==> config.mk <==
export PLATFORM = sky130hd
export DESIGN_NAME = star_data_server
export DESIGN_NICKNAME = d
export VERILOG_FILES = /design/src/rtl/star_data_server.sv
export SDC_FILE = /design/constraint.sdc
export NUM_CORES = 2
export LEC_CHECK = 0
export CORE_MARGIN = 2
export CORE_UTILIZATION = 42
export CTS_CLUSTER_DIAMETER = 80
export CTS_CLUSTER_SIZE = 25
export DETAILED_ROUTE_END_ITERATION = 10
export PLACE_DENSITY = 0.54
export SYNTH_ARGS = -nofsm -noshare
export SYNTH_HDL_FRONTEND = slang
export SYNTH_SLANG_ARGS = --single-unit
==> constraint.sdc <==
create_clock -name clk -period 6.1 [get_ports clk]
set_input_delay 0.915 -clock clk [delete_from_list [all_inputs] [get_ports clk]]
set_output_delay 0.915 -clock clk [all_outputs]
set_load 0.05 [all_outputs]
==> src/rtl/star_data_server.sv <==
// star_data_server
// Memory-side responder for the STAR datapath byte-fetch interface.
// A host preloads a 2**AW x DW image buffer, pulses load_done, and the
// server then answers the consumer's reads with one cycle of latency until
// the consumer strobes finish. Protocol misuse raises a sticky err flag.
//
// state  | meaning
// -------+-------------------------------------------------------------
// LOAD   | buffer writable through the load port, reads refused
// READY  | image loaded, waiting for the first consumer read
// SERVE  | answering consumer reads, one per cycle while data_req high
// DONE   | consumer finished; outputs frozen until reset

module star_data_server #(
  parameter int AW = 9,
  parameter int DW = 8,
  parameter int CW = 10
) (
  input  logic          clk,
  input  logic          reset,
  input  logic          load_en,
  input  logic [AW-1:0] load_addr,
  input  logic [DW-1:0] load_data,
  input  logic          load_done,
  input  logic          data_req,
  input  logic [AW-1:0] data_addr,
  output logic [DW-1:0] data,
  input  logic          finish,
  output logic          ready,
  output logic          done,
  output logic [CW-1:0] req_count,
  output logic          err
);

  localparam int DEPTH = 1 << AW;

  typedef enum logic [1:0] {
    S_LOAD  = 2'd0,
    S_READY = 2'd1,
    S_SERVE = 2'd2,
    S_DONE  = 2'd3
  } state_e;

  state_e        state_q, state_d;
  logic [DW-1:0] data_q, data_d;
  logic [CW-1:0] count_q, count_d;
  logic          err_q, err_d;

  // Image buffer has no reset so a reload after reset can reuse its contents.
  logic [DW-1:0] mem [DEPTH];

  logic serve;
  logic mem_we;
  logic err_set;

  // Request qualification and error detection from the current state.
  always_comb begin
    serve   = data_req && ((state_q == S_READY) || (state_q == S_SERVE));
    mem_we  = load_en && (state_q == S_LOAD);
    err_set = (data_req && ((state_q == S_LOAD) || (state_q == S_DONE)))
            || (load_en && (state_q != S_LOAD));
  end

  // Next-state and next-value logic for the FSM and its registered outputs.
  always_comb begin
    state_d = state_q;
    data_d  = data_q;
    count_d = count_q;
    err_d   = err_q | err_set;

    unique case (state_q)
      S_LOAD:  if (load_done) state_d = S_READY;
      S_READY: if (data_req)  state_d = S_SERVE;
      S_SERVE: if (finish)    state_d = S_DONE;
      S_DONE:  state_d = S_DONE;
      default: state_d = S_LOAD;
    endcase

    if (serve) begin
      data_d = mem[data_addr];
      // Saturate rather than wrap so a long run never reports a small count.
      if (count_q != {CW{1'b1}}) begin
        count_d = count_q + 1'b1;
      end
    end
  end

  // FSM state plus data/count/err registers, cleared asynchronously.
  always_ff @(posedge clk or posedge reset) begin
    if (reset) begin
      state_q <= S_LOAD;
      data_q  <= '0;
      count_q <= '0;
      err_q   <= 1'b0;
    end else begin
      state_q <= state_d;
      data_q  <= data_d;
      count_q <= count_d;
      err_q   <= err_d;
    end
  end

  // Buffer write port, only honoured while loading.
  always_ff @(posedge clk) begin
    if (mem_we) begin
      mem[load_addr] <= load_data;
    end
  end

  // Moore status decode straight from the state register.
  always_comb begin
    ready = (state_q == S_READY) || (state_q == S_SERVE);
    done  = (state_q == S_DONE);
  end

  assign data      = data_q;
  assign req_count = count_q;
  assign err       = err_q;

endmodule

==> results.yml <==
yosys:
  synthMuxAreaShare: 0.1551
  synth_top_area_cell: "edfxtp_1"
  yosysWarnings: 0
  synth-simple-area-share: 0.02832
  synth-seq-cells: 4117
  synth_cell_types: 81
  syn_inst: 7524
  synthXorXnorAreaFrac: 0.0004922
  seq_area_frac_synth: 0.7713
  syn-num-nets: 7562
  yosysTopAreaCellShare: 0.7680
  synth_edf_count: 4096
  synthTopCellsByCount: "edfxtp_1, mux4_2, nor2_1"
  avgSynthCellArea_sq_um: 21.28
  synth_compound_area_frac: 0.02646
  netlist_top_cells_area: "edfxtp_1, mux4_2, mux2i_1"
  yosysMostFrequentCell: "edfxtp_1"
  synth_top_family_by_area: "multiplexers"
  synth_adder_area_share: 0.0004688
  syn_area_sq_mm: 0.1601
  ys_async_sr_fraction: 0.005101
  synthFlopType: "edfxtp_1"
grt:
  grt_pass1_wl_um: 660300
  grt_pass1_vias: 78659
  antenna_found_initial: 29
  grt-ovfl-total: 0
  grt_max_degree: 168
  grt.total_usage: 0.2454
sta:
  setup_viol: 0
  hold_violations: 0
  worstMarginPinSlew_ps: 1512
  max_freq_mhz: 219.8
  clock-skew-final_ps: 54.88
  rsz0062_at_grt: "false"
  tns_ps: 0
  slew_violations: 11
  whs_ps: 373.8
  period_needed_ps: 4550
  timing.slew.headroom: -0.008891
  period_share: 0.7459
clock_network:
  cts_setup_buffers: 0
  root_buffer: "clkbuf_16"
  path_clk_slew_ps: 100
  clk_latency_ps: 960
  clock-sinks: 4117
  cts_buffers: 199
  hold_buffers: 0
  cts_max_path_buffers: 4
  htree_levels: 4
  cts_resized: 0
  cts_tree: "done"
status:
  failed_checks: "capacitance limit, slew limit"
  status: "finished with violations"
die:
  io-pin-count: 53
  die_w_um: 621.5
  rows: 226
  fp.coreArea_sq_mm: 0.3792
  fp.dieH_um: 621.5
  start_util: 0.4223
  die-area_sq_mm: 0.3863
routing:
  ant_nets: 0
  vias_per_cell: 6.214
  wire_per_inst_um: 37.71
  drc: 0
  first_iter_violations: 11285
  firstDrtPassIters: 6
  vias: 79303
  wirelength_um: 481200
finish:
  nFillCells: 31472
  nets: 7654
  utilization: 0.4578
  drive_gt1_frac: 0.2124
  area_delta_synth_final_pct: 8.390
setup_path:
  critical_path_buf_inv_count: 2
  slowest_delay_ps: 980
  path_cells: "buf_8 -> buf_4 -> mux4_2 -> nor2b_1 -> a2111oi_0 -> nor4_1 -> and4_1 -> o311ai_1 -> o21ai_1"
  cp-start-kind: "primary input"
  cp.required_ps: 6890
  cp_slowest_cell: "o311ai_1"
  cp-end-kind: "register"
  critical_path_class: "primary input to register"
  cp_top_family: "compound AO/OA/AOI/OAI gates"
  worstPathArrival_ps: 5340
  crit_fanout: 39
job:
  max_cap_viol_count: 1
power:
  total_power_mw: 49.80
  p_per_area_mw_per_mm2: 286.9
  p_leak_nw: 52.14
  ir_drop_mv: 0.2281
place:
  io_buffer_count: 52
  globalplace.congestion: 0.8533
  dp_hpwl_um: 298600
worst_hold_path:
  hp-class: "primary input to async pin"
-- path summary, 6_finish.rpt --
check	start	endpoint	slack (ps)	depth (start not counted)
setup reg to reg	state_q[1]	mem[333][5]	2000	7
hold / removal	reset	req_count[3]	370	3
min in group clk	load_data[0]	mem[143][0]	430	1
hold reg to reg	req_count[5]	req_count[5]	490	1
setup / recovery	data_addr[1]	data[6]	1550	9
max in group asynchronous	reset	data[2]	5320	3
-- routing by layer --
| layer | global-route usage | share of wire | vias to the layer above |
|---|---|---|---|
| li1 | - | - | 31405 |
| met1 | 0.3465 | 0.41 | 43697 |
| met2 | 0.3954 | 0.48 | 3611 |
| met3 | 0.03881 | 0.079 | 578 |
| met4 | 0.07327 | 0.034 | 12 |
| met5 | 0 | 0.00014 | - |
-- flip-flops by register name (all words and copies together), names as in the netlist --
register,count
data,8
err,1
mem,4096
req_count,10
state_q,2
-- area by class of cell --
cell class | count | area (sq um) | share of cell area
antenna | 38 | 95.09 | 0.0005478
clock buffer | 228 | 5162 | 0.02974
clock inverter | 65 | 790.8 | 0.004556
inverter | 14 | 67.56 | 0.0003892
multi-input combinational | 2929 | 34070 | 0.1963
sequential | 4117 | 123500 | 0.7116
tap | 5016 | 6276 | 0.03616
timing repair buffer | 355 | 3597 | 0.02072
-- worst reg2reg max path, cell delays in order, from the launching register on --
cell and delay (ps):
dfrtp_1 430, inv_1 120, ha_1 270, nand3_1 130, nor2_1 780, nand3_4 590
buf_4 620, nor2_1 780
-- metrics by stage --
step	setup WS [ps]	instances	area (sq um)
4_1_cts	1641	12723	173500
2_1_floorplan	2969	7524	160100
3_5_place_dp	604.6	12430	167500
6_report	1550	12762	173600
3_3_place_gp	561.1	12429	167500
5_1_grt	1658	12744	173500
-- logic make-up (layout without fill, tap and decap cells) --
logic type	Yosys count	after routing
adders and majority gates	6	6
other	0	38
AOI/OAI and AO/OA	593	593
muxes	1270	1270
and+or+nand+nor	1051	1051
xor gates and xnor gates	9	9
buffers and inverters	478	662
DFF	4117	4117
-- where the power goes --
part | switching, mW | internal, mW
logic | 2.06 | 0.982
clock network | 9.10 | 6.57
registers | 0.0233 | 31.1
-- cell usage in the layout (no fill, tap or decap), types with 37 or more instances in the layout --
cell,netlist,final
a211oi_1,56,56
a21oi_1,69,69
a22oi_1,103,103
buf_12,5,60
buf_4,102,244
clkbuf_16,0,202
diode_2,0,38
edfxtp_1,4096,4096
mux2_2,37,37
mux2i_1,268,268
mux4_2,965,965
nand2_1,185,172
nand3_1,57,53
nor2_1,597,592
nor3_1,48,48
o21ai_0,57,56
o22ai_1,97,97
Note: power is estimated with default switching activity, not from simulation.
